**src/rtl/definitions.sv**
```systemverilog
// ============================================================================
// Module      : definitions (package)
// Description : Shared async-FIFO parameters and the read-drain FSM state type.
// Revision    : 1.0  initial release
// ============================================================================
`default_nettype none

package definitions;
    localparam int DATASIZE = 8;
    localparam int ADDRSIZE = 4;

    typedef enum logic [1:0] {
        IDLE = 2'd0,
        RUN  = 2'd1,
        HOLD = 2'd2
    } rd_state_t;
endpackage

`default_nettype wire

```
**src/rtl/rd_skid_buf.sv**
```systemverilog
// ============================================================================
// Module      : rd_skid_buf
// Description : 2-entry circular skid buffer with occupancy; optional parity
//               bit per entry when RD_PARITY_EN is defined.
// Revision    : 1.0  initial release
// ============================================================================
`default_nettype none

module rd_skid_buf
    import definitions::*;
(
    input  logic                clk,
    input  logic                rst,
    input  logic                i_wr,
    input  logic [DATASIZE-1:0] i_wdata,
    input  logic                i_rd,
    output logic [DATASIZE-1:0] o_rdata,
`ifdef RD_PARITY_EN
    output logic                o_par,
`endif
    output logic [1:0]          o_occ
);

`ifdef RD_PARITY_EN
    localparam int ENTRY_W = DATASIZE + 1;
`else
    localparam int ENTRY_W = DATASIZE;
`endif

    logic [ENTRY_W-1:0] r_mem [2];
    logic               r_wptr;
    logic               r_rptr;
    logic [1:0]         r_occ;
    logic [ENTRY_W-1:0] w_entry;
    logic [ENTRY_W-1:0] w_head;

`ifdef RD_PARITY_EN
    assign w_entry = {^i_wdata, i_wdata};
    assign o_par   = w_head[DATASIZE];
`else
    assign w_entry = i_wdata;
`endif

    assign w_head  = r_mem[r_rptr];
    assign o_rdata = w_head[DATASIZE-1:0];
    assign o_occ   = r_occ;

    always_ff @(posedge clk) begin
        if (rst) begin
            r_mem[0] <= '0;
            r_mem[1] <= '0;
            r_wptr   <= 1'b0;
            r_rptr   <= 1'b0;
            r_occ    <= 2'd0;
        end else begin
            if (i_wr) begin
                r_mem[r_wptr] <= w_entry;
                r_wptr        <= ~r_wptr;
            end
            if (i_rd) begin
                r_rptr <= ~r_rptr;
            end
            // Simultaneous write and pop leaves occupancy unchanged
            case ({i_wr, i_rd})
                2'b10:   r_occ <= r_occ + 2'd1;
                2'b01:   r_occ <= r_occ - 2'd1;
                default: r_occ <= r_occ;
            endcase
        end
    end

endmodule

`default_nettype wire

```
**src/rtl/fifo_rd_drain.sv**
```systemverilog
// ============================================================================
// Module      : fifo_rd_drain
// Description : Read-side FIFO consumer: credit-based pops into a 2-entry skid
//               buffer, valid/ready output with burst-last marking.
//               Optional out_par port with macro RD_PARITY_EN.
// Revision    : 1.0  initial release
// ============================================================================
`default_nettype none

module fifo_rd_drain
    import definitions::*;
#(
    parameter int BURST_LEN = 8
) (
    input  logic                rclk,
    input  logic                rrst,
    input  logic                remty,
    input  logic                rack,
    input  logic [DATASIZE-1:0] rdata,
    output logic                ren,
    output logic                ridle,
    input  logic                out_ready,
    output logic                out_valid,
    output logic [DATASIZE-1:0] out_data,
    output logic                out_last
`ifdef RD_PARITY_EN
    ,
    output logic                out_par
`endif
);

    localparam logic [7:0] C_LAST = 8'(BURST_LEN - 1);

    rd_state_t   r_state;
    rd_state_t   w_state_nxt;
    logic        r_inflight;
    logic [7:0]  r_bcnt;
    logic [1:0]  w_occ;
    logic        w_pop_out;
    logic        w_wr;
    logic        w_credit_ok;
    logic        w_hold;

    rd_skid_buf u_buf (
        .clk     (rclk),
        .rst     (rrst),
        .i_wr    (w_wr),
        .i_wdata (rdata),
        .i_rd    (w_pop_out),
        .o_rdata (out_data),
`ifdef RD_PARITY_EN
        .o_par   (out_par),
`endif
        .o_occ   (w_occ)
    );

    assign out_valid = (w_occ != 2'd0);
    assign w_pop_out = out_valid && out_ready;
    assign out_last  = out_valid && (r_bcnt == C_LAST);

    // A rack only counts when a pop was issued the cycle before
    assign w_wr = rack && r_inflight;

    // Credit: entries held plus the one in flight, less the one leaving now
    assign w_credit_ok = ({1'b0, w_occ} + {2'b00, r_inflight}) < (3'd2 + {2'b00, w_pop_out});
    assign ren = !rrst && !remty && w_credit_ok && !w_hold;

    always_ff @(posedge rclk) begin
        if (rrst) begin
            r_inflight <= 1'b0;
            r_bcnt     <= 8'd0;
        end else begin
            r_inflight <= ren;
            if (w_pop_out) begin
                r_bcnt <= out_last ? 8'd0 : r_bcnt + 8'd1;
            end
        end
    end

    always_ff @(posedge rclk) begin
        if (rrst) begin
            r_state <= IDLE;
        end else begin
            r_state <= w_state_nxt;
        end
    end

    always_comb begin
        w_state_nxt = r_state;
        case (r_state)
            IDLE: begin
                if (ren) w_state_nxt = RUN;
            end
            RUN: begin
                if (w_occ == 2'd2 && !out_ready)
                    w_state_nxt = HOLD;
                else if (w_occ == 2'd0 && !r_inflight && remty)
                    w_state_nxt = IDLE;
            end
            HOLD: begin
                if (out_ready) w_state_nxt = RUN;
            end
            default: w_state_nxt = IDLE;
        endcase
    end

    always_comb begin
        ridle  = (r_state == IDLE);
        w_hold = (r_state == HOLD);
    end

endmodule

`default_nettype wire
```
**config.mk**
```make
export PLATFORM = sky130hd
export DESIGN_NAME = fifo_rd_drain
export DESIGN_NICKNAME = d
export VERILOG_FILES = /design/src/rtl/definitions.sv /design/src/rtl/rd_skid_buf.sv /design/src/rtl/fifo_rd_drain.sv
export SDC_FILE = /design/constraint.sdc
export NUM_CORES = 1
export LEC_CHECK = 0
export CORE_MARGIN = 2
export CORE_UTILIZATION = 55
export DETAILED_ROUTE_END_ITERATION = 7
export GPL_TIMING_DRIVEN = 1
export PLACE_DENSITY = 0.94
export SYNTH_ARGS = -nofsm -noshare
export SYNTH_HDL_FRONTEND = slang
export SYNTH_SLANG_ARGS = --single-unit
```
**constraint.sdc**
```tcl
create_clock -name rclk -period 4.6 [get_ports rclk]
set_clock_uncertainty 0.05 [all_clocks]
set_input_delay 0.92 -clock rclk [delete_from_list [all_inputs] [get_ports rclk]]
set_output_delay 0.92 -clock rclk [all_outputs]
set_load 0.05 [all_outputs]
```
---- Word level (Yosys, flattened, before mapping) ----
Memory sizes are Yosys's and may differ from the RTL's. A register that Yosys moved wholly into a read port is not among the register bits.
Index checks and enable logic that the tools add are counted.
word-level totals
  bits in writable memories ............... 16
  word-level logic and storage cells ...... 61
  register bits after elaboration ......... 15
  memories kept ........................... 1
  bits of input ports ..................... 13
memory list
  name         depth  bits a word  read ports  clocked after memory_dff  wr ports  RTL line           text
  u_buf.r_mem  2      8            1           1                         2         rd_skid_buf.sv:30  logic [ENTRY_W-1:0] r_mem [2];
operators by class
  muxes and demuxes ....................... 17
  bitwise logic cells ..................... 2
  add/sub/neg operators ................... 5
  magnitude comparators ................... 1
  reduce and logical (&&, ||, !) cells .... 20
  eq/ne operators ......................... 9
operators with widths
  kind                                                  number
  2-to-1 mux 8 bit                                      2
  logical AND 1 bit                                     9
  2-to-1 mux 1 bit                                      9
  adder 8 x 1 -> 8 bit (second input constant)          1
  equality test 8 x 3 -> 1 bit (second input constant)  1
  2-to-1 mux 2 bit                                      4
  OR reduction 8 bit                                    1
  equality test 2 bit (second input constant)           3
  one-hot mux 2 bit (3 select lines)                    1
  logical NOT 1 bit                                     5
  equality test 2 x 1 -> 1 bit (second input constant)  2
  logical NOT 2 bit                                     2
  inequality test 2 bit (second input constant)         2
  one-hot mux 2 bit (2 select lines)                    1
  nonzero test 2 bit                                    2
  adder 2 x 1 -> 3 bit                                  1
  adder 2 x 1 -> 3 bit (first input constant)           1
  less-than comparator 3 bit                            1
  inequality test 3 bit (second input constant)         1
  AND reduction 3 bit                                   1
  adder 2 x 1 -> 2 bit (second input constant)          1
  NOT 1 bit                                             2
  subtractor 2 x 1 -> 2 bit (second input constant)     1

---- Longest topological paths before layout ----
Gate-level depths: netlist of run 1.
  depth after elaboration ................. 8
  depth in mapped cells ................... 6
  gate-level depth less buffers ........... 6

---- Cells and area by module ----
Synthesis of run 1 repeated with hierarchy kept, for this count alone.
second synthesis, totals
  cell total of the unflattened synthesis .. 139
  area, all modules ....................... 1483.9 µm²
modules (own cells, without submodules)
  module         cells each  times used  sequential area each (µm²)  area an instance (µm²)
  rd_skid_buf    73          1           580.6                       894.6
  fifo_rd_drain  66          1           220.2                       589.3

---- Least setup slack after synthesis of run 1 ----
No wires, ideal clock.
  kind .................................... input to output
  start ................................... in out_ready
  end ..................................... out ren
  stages .................................. 4
  slack ................................... 1.678 ns
  data arrival time ....................... 1.952 ns
  cell sequence ........................... o21ai_2 -> o21ai_0 -> nand2_1 -> nor2_1
between the ends
  cells in the longest elaborated chain, start to end .. 5
RTL lines
  what                             RTL line             text
  start: declaration               fifo_rd_drain.sv:22  input logic out_ready,
  logical AND 1 bit                fifo_rd_drain.sv:58  assign w_pop_out = out_valid && out_ready;
  adder 2 x 1 -> 3 bit             fifo_rd_drain.sv:65  assign w_credit_ok = ({1'b0, w_occ} + {2'b00, r_inflight}) < (3'd2 + {2'b00, w_pop_out});
  less-than comparator 3 bit       fifo_rd_drain.sv:65
  logical AND 1 bit (2 in series)  fifo_rd_drain.sv:66  assign ren = !rrst && !remty && w_credit_ok && !w_hold;
  end: declaration                 fifo_rd_drain.sv:20  output logic ren,
No other way between the ends.

---- Final worst setup path of run 1 ----
Ends and elaborated chain as after synthesis.

==> metrics, run 1 <==
status finished, final reports clean; Worst-path clk slew 0.09 ns; DRT iter0 DRCs 13; final hold slack 0.4526 ns; detailed placement HPWL 1.973 mm; cts bufs inserted 5; RePlAce Congestion 0.7995; hold buffer count at cts 0; pin slew with the least headroom to its limit 0.8814 ns; DR pass1 iterations 4; number of synthesized flops with an enable pin 16; first-pass GRT wire length 4.547 mm; syn_nets 148; Via density 5.365; layout cells sized above 1 12.35%; type of the worst setup path input pin to output pin; CP startpoint out_ready; wire per inst 14.18 microns; Leak 0.6680 nW; Yosys reg bits 32; Placed Cells 184; DIE WIDTH 55.48 microns; reg2reg start r_inflight; worst skew pair latency 0.33 ns; CTS Sinks 32; Post-CTS Setup Inserts 0; Tmin final 3.876 ns; synthesized instance count 131; die area 3078 sq um; largest net degree at the start of global routing 16; vias in the first global route 1,049; Finish-stage setup viols 0; H-Tree Depth 2; top_reg_cell synth edfxtp_1; routed wire length 2.722 mm; maxcap violations 0; cts repair resizes 0; DRC 0; yosys synthesis warning count 0; Initial Util 58.31%; class of the worst hold path flip-flop to flip-flop; Synth Cell Area 1458 sq um; worst min-delay path startpoint r_state[1]; Detail Route Antenna Nets 0; Slew HR 41.12%; Max FO, Critical Path 7; std cell rows 18; final count of hold timing violations 0; P&R area growth vs syn 22.40%; vias 1,030; fillers 199; total core area 2500 sq um; CTS tree yes; initial antenna violation count 0; CTS Root Buffer Type clkbuf_4; worst-case vdd ir drop 285.1 uV; Port Buf Inserts 24; Critical Path RT 3.63 ns; RSZ-0062 raised after global routing no; period utilisation layout 84.27%; Final Max Tran Viols 0; Critical Path AT 2.91 ns; count leader, synth nor2_1; Yosys top cell by area edfxtp_1; GR Util All Layers 19.59%; Syn Area/Cell 11.13 sq um; synth unique cells 32; Layout Nets 178; Post-Route Setup TNS 0 ns; Finished Layout Cells 192; Max Buffers Root-to-Sink 2; ys async rst share 0%; Seq/Total Area, Yosys 54.94%; CP Launch Type input pin; pwr/cell area 375.6 nW/um^2; Peak Freq 258.0 MHz; Worst Setup End Kind output pin; grt ovf 0; top cell type's share of synthesized area 32.96%; Synth top cells by count nor2_1, and2_1, dfxtp_1, edfxtp_1, mux2_2; Die Y 55.48 microns; diode count 0; io pins 25; Area contributors post-synth edfxtp_1, dfxtp_1, and2_1, mux2_2, nor2_1
-- kinds of logic after synthesis --
family,share of synthesized area [%]
AOI/OAI and AO/OA,5.151
xor gates and xnor gates,6.609
DFF,54.94
and+or+nand+nor,22.40
adders and majority gates,3.434
buffers and inverters,1.288
muxes,6.181
-- layout by cell type (no fill, tap or decap), types with 2 or more instances in the layout --
| cell | synthesis | layout |
|---|---|---|
| nor3_1 | 6 | 6 |
| dfxtp_1 | 16 | 16 |
| ha_1 | 4 | 4 |
| mux2_2 | 8 | 8 |
| clkbuf_4 | 0 | 5 |
| xor2_1 | 4 | 4 |
| nand2_1 | 6 | 6 |
| inv_1 | 2 | 2 |
| a21oi_1 | 2 | 2 |
| xnor2_1 | 7 | 7 |
| o21ai_0 | 2 | 2 |
| and2_1 | 16 | 16 |
| nor2_1 | 20 | 20 |
| nor2b_1 | 2 | 2 |
| clkdlybuf4s50_1 | 0 | 24 |
| clkinv_1 | 0 | 2 |
| nand3_1 | 2 | 2 |
| edfxtp_1 | 16 | 16 |
-- critical path, cell delays in order --
cell and delay, ns:
clkdlybuf4s50_1 0.57, o21ai_2 0.16, o21ai_0 0.24, nand2_1 0.10
nor2_1 0.09, clkdlybuf4s50_1 0.81
-- where the power goes --
part	leakage, nW	switching [mW]	internal, mW
Clock	0.0273	0.0897	0.0565
Sequential	0.296	0.0221	0.320
Combinational	0.344	0.108	0.0745
-- metrics by stage --
step	area, sq um	utilization, %	power [mW]	setup WS (ns)
finish	1784	71.37	0.6702	0.7236
global route	1784	71.37	0.7010	0.5743
CTS	1784	71.37	0.6722	0.7174
detailed placement	1735	69.42	0.5304	0.7365
global placement	1735	69.42	0.5220	0.7886
floorplan	1458	-	0.4703	1.678
-- final cells by class --
| class | count | area, sq um | share of cell area (%) |
|---|---|---|---|
| Sequential cell | 32 | 800.8 | 44.88 |
| Multi-Input combinational cell | 94 | 638.1 | 35.76 |
| Timing Repair Buffer | 25 | 247.7 | 13.89 |
| Clock buffer | 6 | 41.29 | 2.314 |
| Tap cell | 30 | 37.54 | 2.104 |
| Inverter | 3 | 11.26 | 0.6311 |
| Clock inverter | 2 | 7.507 | 0.4208 |
-- worst paths after layout --
check | to | slack (ns) | cells after the start
worst min-delay path | r_state[0] | 0.45 | 1
worst max register to register | u_buf.r_mem[1][7] | 2.59 | 3
worst min register to register | r_state[0] | 0.45 | 1
worst max-delay path | ren | 0.72 | 6
-- registers in the layout (all words and copies together), names as in the netlist, named ones only --
| name | cells |
|---|---|
| u_buf.r_rptr | 1 |
| u_buf.r_wptr | 1 |
| r_state | 2 |
| u_buf.o_occ | 2 |
| r_inflight | 1 |
| r_bcnt | 8 |
| u_buf.r_mem | 16 |
-- routing by layer --
| layer | up-vias | global-route usage [%] | part of all wire [%] | wire length, microns |
|---|---|---|---|---|
| met3 | 8 | 5.152 | 4.8 | 130 |
| met2 | 27 | 33.33 | 52 | 1419 |
| met1 | 482 | 21.73 | 41 | 1109 |
| li1 | 513 | - | - | - |
| met4 | 0 | 11.85 | 2.3 | 62 |
| met5 | - | 0 | 0 | 0 |
Note: power is estimated with default switching activity, not from simulation.
==> run 2, diff against run 1 <==
--- a/config.mk
+++ b/config.mk
@@ -6,10 +6,10 @@
 export NUM_CORES = 1
 export LEC_CHECK = 0
 export CORE_MARGIN = 2
-export CORE_UTILIZATION = 55
+export CORE_UTILIZATION = 51
 export DETAILED_ROUTE_END_ITERATION = 7
 export GPL_TIMING_DRIVEN = 1
-export PLACE_DENSITY = 0.94
+export PLACE_DENSITY = 0.89
 export SYNTH_ARGS = -nofsm -noshare
 export SYNTH_HDL_FRONTEND = slang
 export SYNTH_SLANG_ARGS = --single-unit
==> constraint.sdc (replaced) <==
create_clock -name rclk -period 3.65 [get_ports rclk]
set_clock_uncertainty 0.05 [all_clocks]
set_input_delay 0.73 -clock rclk [delete_from_list [all_inputs] [get_ports rclk]]
set_output_delay 0.73 -clock rclk [all_outputs]
set_load 0.05 [all_outputs]
==> metrics, run 2 (synthesized netlist as in run 1, its figures left out) <==
DRC 0; Critical Path AT 2.21 ns; Tmin final 2.985 ns; DRT iter0 DRCs 16; fin util 66.22%; maxcap violations 0; largest net degree at the start of global routing 16; cts repair resizes 0; pin slew with the least headroom to its limit 0.8026 ns; CTS Root Buffer Type clkbuf_4; Post-Route Setup TNS 0 ns; Placed Cells 185; worst min-delay path startpoint r_state[1]; GR Util All Layers 18.16%; Critical Path RT 2.87 ns; pwr/cell area 510.0 nW/um^2; Slew HR 46.38%; Layout Nets 178; hold buffer count at cts 0; type of the worst setup path flip-flop to output pin; Max FO, Critical Path 3; CP cell instances ha_1 -> nand2_1 -> and4b_4 -> clkdlybuf4s50_1; cts bufs inserted 5; most common cell after layout, fill and taps aside clkdlybuf4s50_1; commonest cells after routing, fill and taps aside clkdlybuf4s50_1, nor2_1, and2_1, dfxtp_1, edfxtp_1; DIE WIDTH 57.46 microns; std cell rows 19; DR pass1 iterations 4; number of flip-flops in the largest register 16; Max Buffers Root-to-Sink 2; CTS Sinks 32; total core area 2734 sq um; Finished Layout Cells 193; Design Power 0.9234 mW; Worst-path clk slew 0.10 ns; diode count 0; wire per inst 13.91 microns; fin area 1810 sq um; CTS tree yes; RSZ-0062 raised after global routing no; Finish-stage setup viols 0; CP startpoint r_bcnt[0]; Slowest cell on crit path clkdlybuf4s50_1; worst reg2reg endpoint u_buf.o_occ[1]; grt ovf 0; Leak 0.6845 nW; Largest regs u_buf.r_mem x16, r_bcnt x8; hold path endpoint r_state[0]; post-place setup slack 0.7442 ns; CP Launch Type flip-flop; worst skew pair latency 0.33 ns; Worst Setup End Kind output pin; Post-CTS Setup Inserts 0; Peak Freq 335.0 MHz; final count of hold timing violations 0; Via density 5.358; reg2reg start u_buf.o_occ[0]; io pins 25; Largest Register u_buf.r_mem; initial antenna violation count 0; vias 1,034; Die Y 57.46 microns; vias in the first global route 1,040; P&R area growth vs syn 24.21%; class of the worst hold path flip-flop to flip-flop; period utilisation layout 81.78%; Final Max Tran Viols 0; worst-case vdd ir drop 351.5 uV; Port Buf Inserts 24; layout cells sized above 1 14.20%; status finished, final reports clean; routed wire length 2.685 mm; Reg2Reg Setup Slack 1.75 ns; final hold slack 0.4652 ns; delay of the slowest critical-path stage 0.81 ns; RePlAce Congestion 0.7886; Final WS setup 0.6650 ns; die area 3302 sq um; Initial Util 53.32%; detailed placement HPWL 1.985 mm; fillers 210; H-Tree Depth 2; r2r worst-path depth 5; hold depth 1; Detail Route Antenna Nets 0; first-pass GRT wire length 4.464 mm; placed inst area 1734 sq um
## run 2: worst max path at each step
| stage | endpoint | slack [ns] | cells past startpoint |
|---|---|---|---|
| finish | out_last | 0.66 | 4 |
| global route | out_last | 0.56 | 4 |
| CTS | out_last | 0.64 | 4 |
| detailed placement | ren | 0.74 | 6 |
| global placement | ren | 0.82 | 6 |
| floorplan | ren | 1.11 | 4 |
## run 2: where the power goes
part	internal, mW	total (mW)	leakage, nW	switching, mW
clock	0.143	0.263	0.0422	0.120
combinational	0.0935	0.231	0.346	0.137
sequential	0.403	0.429	0.296	0.0268
total	0.640	0.923	0.684	0.284
## run 2: worst max-delay path, delay by kind of cell, from the launching register on
family | cells | cell delay (ns)
adder cells (fa/ha/maj) | 1 | 0.21
buffers and inverters | 1 | 0.81
flip-flops | 1 | 0.39
AND/OR/NAND/NOR | 2 | 0.45
## run 2: layout make-up
cell class                      instances  area (sq um)  area share [%]
Timing Repair Buffer                   25         245.2           13.55
Clock buffer                            6         41.29           2.281
Multi-Input combinational cell         94         638.1           35.25
Clock inverter                          2         35.03           1.935
Tap cell                               31         38.79           2.142
Inverter                                3         11.26          0.6220
Sequential cell                        32         800.8           44.23
## run 2: metal layers
metal  wire length, microns  vias to the layer above  track usage [%]
li1                       -                      513                -
met2                   1420                       23            32.14
met5                      0                        -                0
met1                   1069                      491            18.91
met3                    149                        7            4.989
met4                     46                        0            10.96
==> run 3, diff against run 2 <==
==> constraint.sdc (replaced) <==
create_clock -name rclk -period 3 [get_ports rclk]
set_clock_uncertainty 0.05 [all_clocks]
set_input_delay 0.6 -clock rclk [delete_from_list [all_inputs] [get_ports rclk]]
set_output_delay 0.6 -clock rclk [all_outputs]
set_load 0.05 [all_outputs]
==> metrics, run 3 (synthesized netlist as in run 1, its figures left out) <==
Slew HR 50.91%; diode count 0; Initial Util 53.32%; post-place setup slack 0.3216 ns; P&R area growth vs syn 25.84%; delay of the slowest critical-path stage 0.81 ns; reg2reg start u_buf.o_occ[0]; Critical Path RT 2.35 ns; placed inst area 1754 sq um; CTS tree yes; Final WS setup 0.1648 ns; hold buffer count at cts 0; Leak 0.6917 nW; RSZ-0062 raised after global routing no; CTS Root Buffer Type clkbuf_4; Die Y 57.46 microns; RePlAce Congestion 0.8502; Port Buf Inserts 24; Detail Route Antenna Nets 0; worst reg2reg endpoint u_buf.o_occ[1]; CP Launch Type flip-flop; fillers 192; type of the worst setup path flip-flop to output pin; pwr/cell area 615.7 nW/um^2; final count of hold timing violations 0; class of the worst hold path flip-flop to flip-flop; DRC 0; DR pass1 iterations 4; Worst-path clk slew 0.10 ns; GR Util All Layers 17.88%; layout cells sized above 1 15.34%; worst-case vdd ir drop 470.2 uV; crit path capture out_last; Reg2Reg Setup Slack 1.13 ns; r2r worst-path depth 5; most common cell after layout, fill and taps aside clkdlybuf4s50_1; wire per inst 13.62 microns; commonest cells after routing, fill and taps aside clkdlybuf4s50_1, nor2_1, and2_1, dfxtp_1, edfxtp_1; GR Util met1 19.21%; H-Tree Depth 2; area of the multi-input gates 638.1 sq um; first-pass GRT wire length 4.498 mm; vias 1,016; number of flip-flops in the largest register 16; total core area 2734 sq um; cts bufs inserted 5; Largest regs u_buf.r_mem x16, r_bcnt x8; fin area 1834 sq um; Largest Register u_buf.r_mem; grt ovf 0; worst skew pair latency 0.32 ns; Max FO, Critical Path 3; met3 usage 4.989%; Finish-stage setup viols 0; Critical Path AT 2.19 ns; met2 Use GR 32.47%; vias in the first global route 1,040; layer carrying the most global-route usage met2; status finished, final reports clean; die area 3302 sq um; DRT iter0 DRCs 17; Layout Nets 179; Tmin final 2.835 ns; combined flip-flop and latch cell area 800.8 sq um; CP startpoint r_bcnt[0]; CP cell instances ha_1 -> nand2_1 -> and4b_4 -> clkdlybuf4s50_1; pin slew with the least headroom to its limit 0.7307 ns; cts repair resizes 0; std cell rows 19; period utilisation layout 94.51%; Final Max Tran Viols 0; Slowest cell on crit path clkdlybuf4s50_1; maxcap violations 0; initial antenna violation count 0; Post-Route Setup TNS 0 ns; DIE WIDTH 57.46 microns; final hold slack 0.4578 ns; Post-CTS Setup Inserts 0; Max Buffers Root-to-Sink 2; largest net degree at the start of global routing 14; routed wire length 2.642 mm; CTS Sinks 32; Via density 5.237; io pins 25; detailed placement HPWL 1.999 mm; Worst Setup End Kind output pin; Peak Freq 352.7 MHz
## run 3: cell types whose count changed in the layout (fill, tap and decap cells not counted), sizes merged
cell,before,now
clkbuf,6,5
clkinvlp,0,1
buf,2,3
## run 3: worst max-delay path: cells and delay by family (launching register included)
kind	cells	cell delay, ns
and+or+nand+nor	2	0.45
adders and majority gates	1	0.21
DFF	1	0.38
buffers and inverters	1	0.81
## run 3: how the worst min path moves through the flow
stage,startpoint,to,slack (ns),depth (start not counted)
after floorplan,r_state[1],r_state[0],0.41,1
after global placement,r_state[1],r_state[0],0.42,1
after detailed placement,r_state[1],r_state[0],0.44,1
after CTS,r_state[1],r_state[0],0.45,1
after global routing,r_state[1],r_state[0],0.49,1
final,r_state[1],r_state[0],0.46,1
## run 3: area by class of cell
class	count	share of cell area [%]
tap	31	2.115
multi-input combinational	94	34.79
clock inverter	3	2.319
sequential	32	43.66
timing repair buffer	26	14.46
inverter	3	0.6139
clock buffer	5	2.046
## run 3: stage by stage
stage / util (%) / cells / total power, mW
CTS: 67.09 / 194 / 1.137
floorplan: - / 131 / 0.7211
detailed placement: 64.16 / 186 / 0.8155
finish: 67.09 / 194 / 1.129
global route: 67.09 / 194 / 1.177
global placement: 64.16 / 186 / 0.8091
## run 3: power by group
group | internal [mW] | switching, mW
registers | 0.490 | 0.0328
logic | 0.118 | 0.166
clock network | 0.174 | 0.150
total | 0.781 | 0.348
## run 3: layer usage
layer  up-vias  share of wire [%]  wire length (microns)
met4         0                1.7                     44
met3         7                4.6                    122
met2        24                 52                   1378
met1       471                 42                   1097
li1        514                  -                      -
met5         -                  0                      0
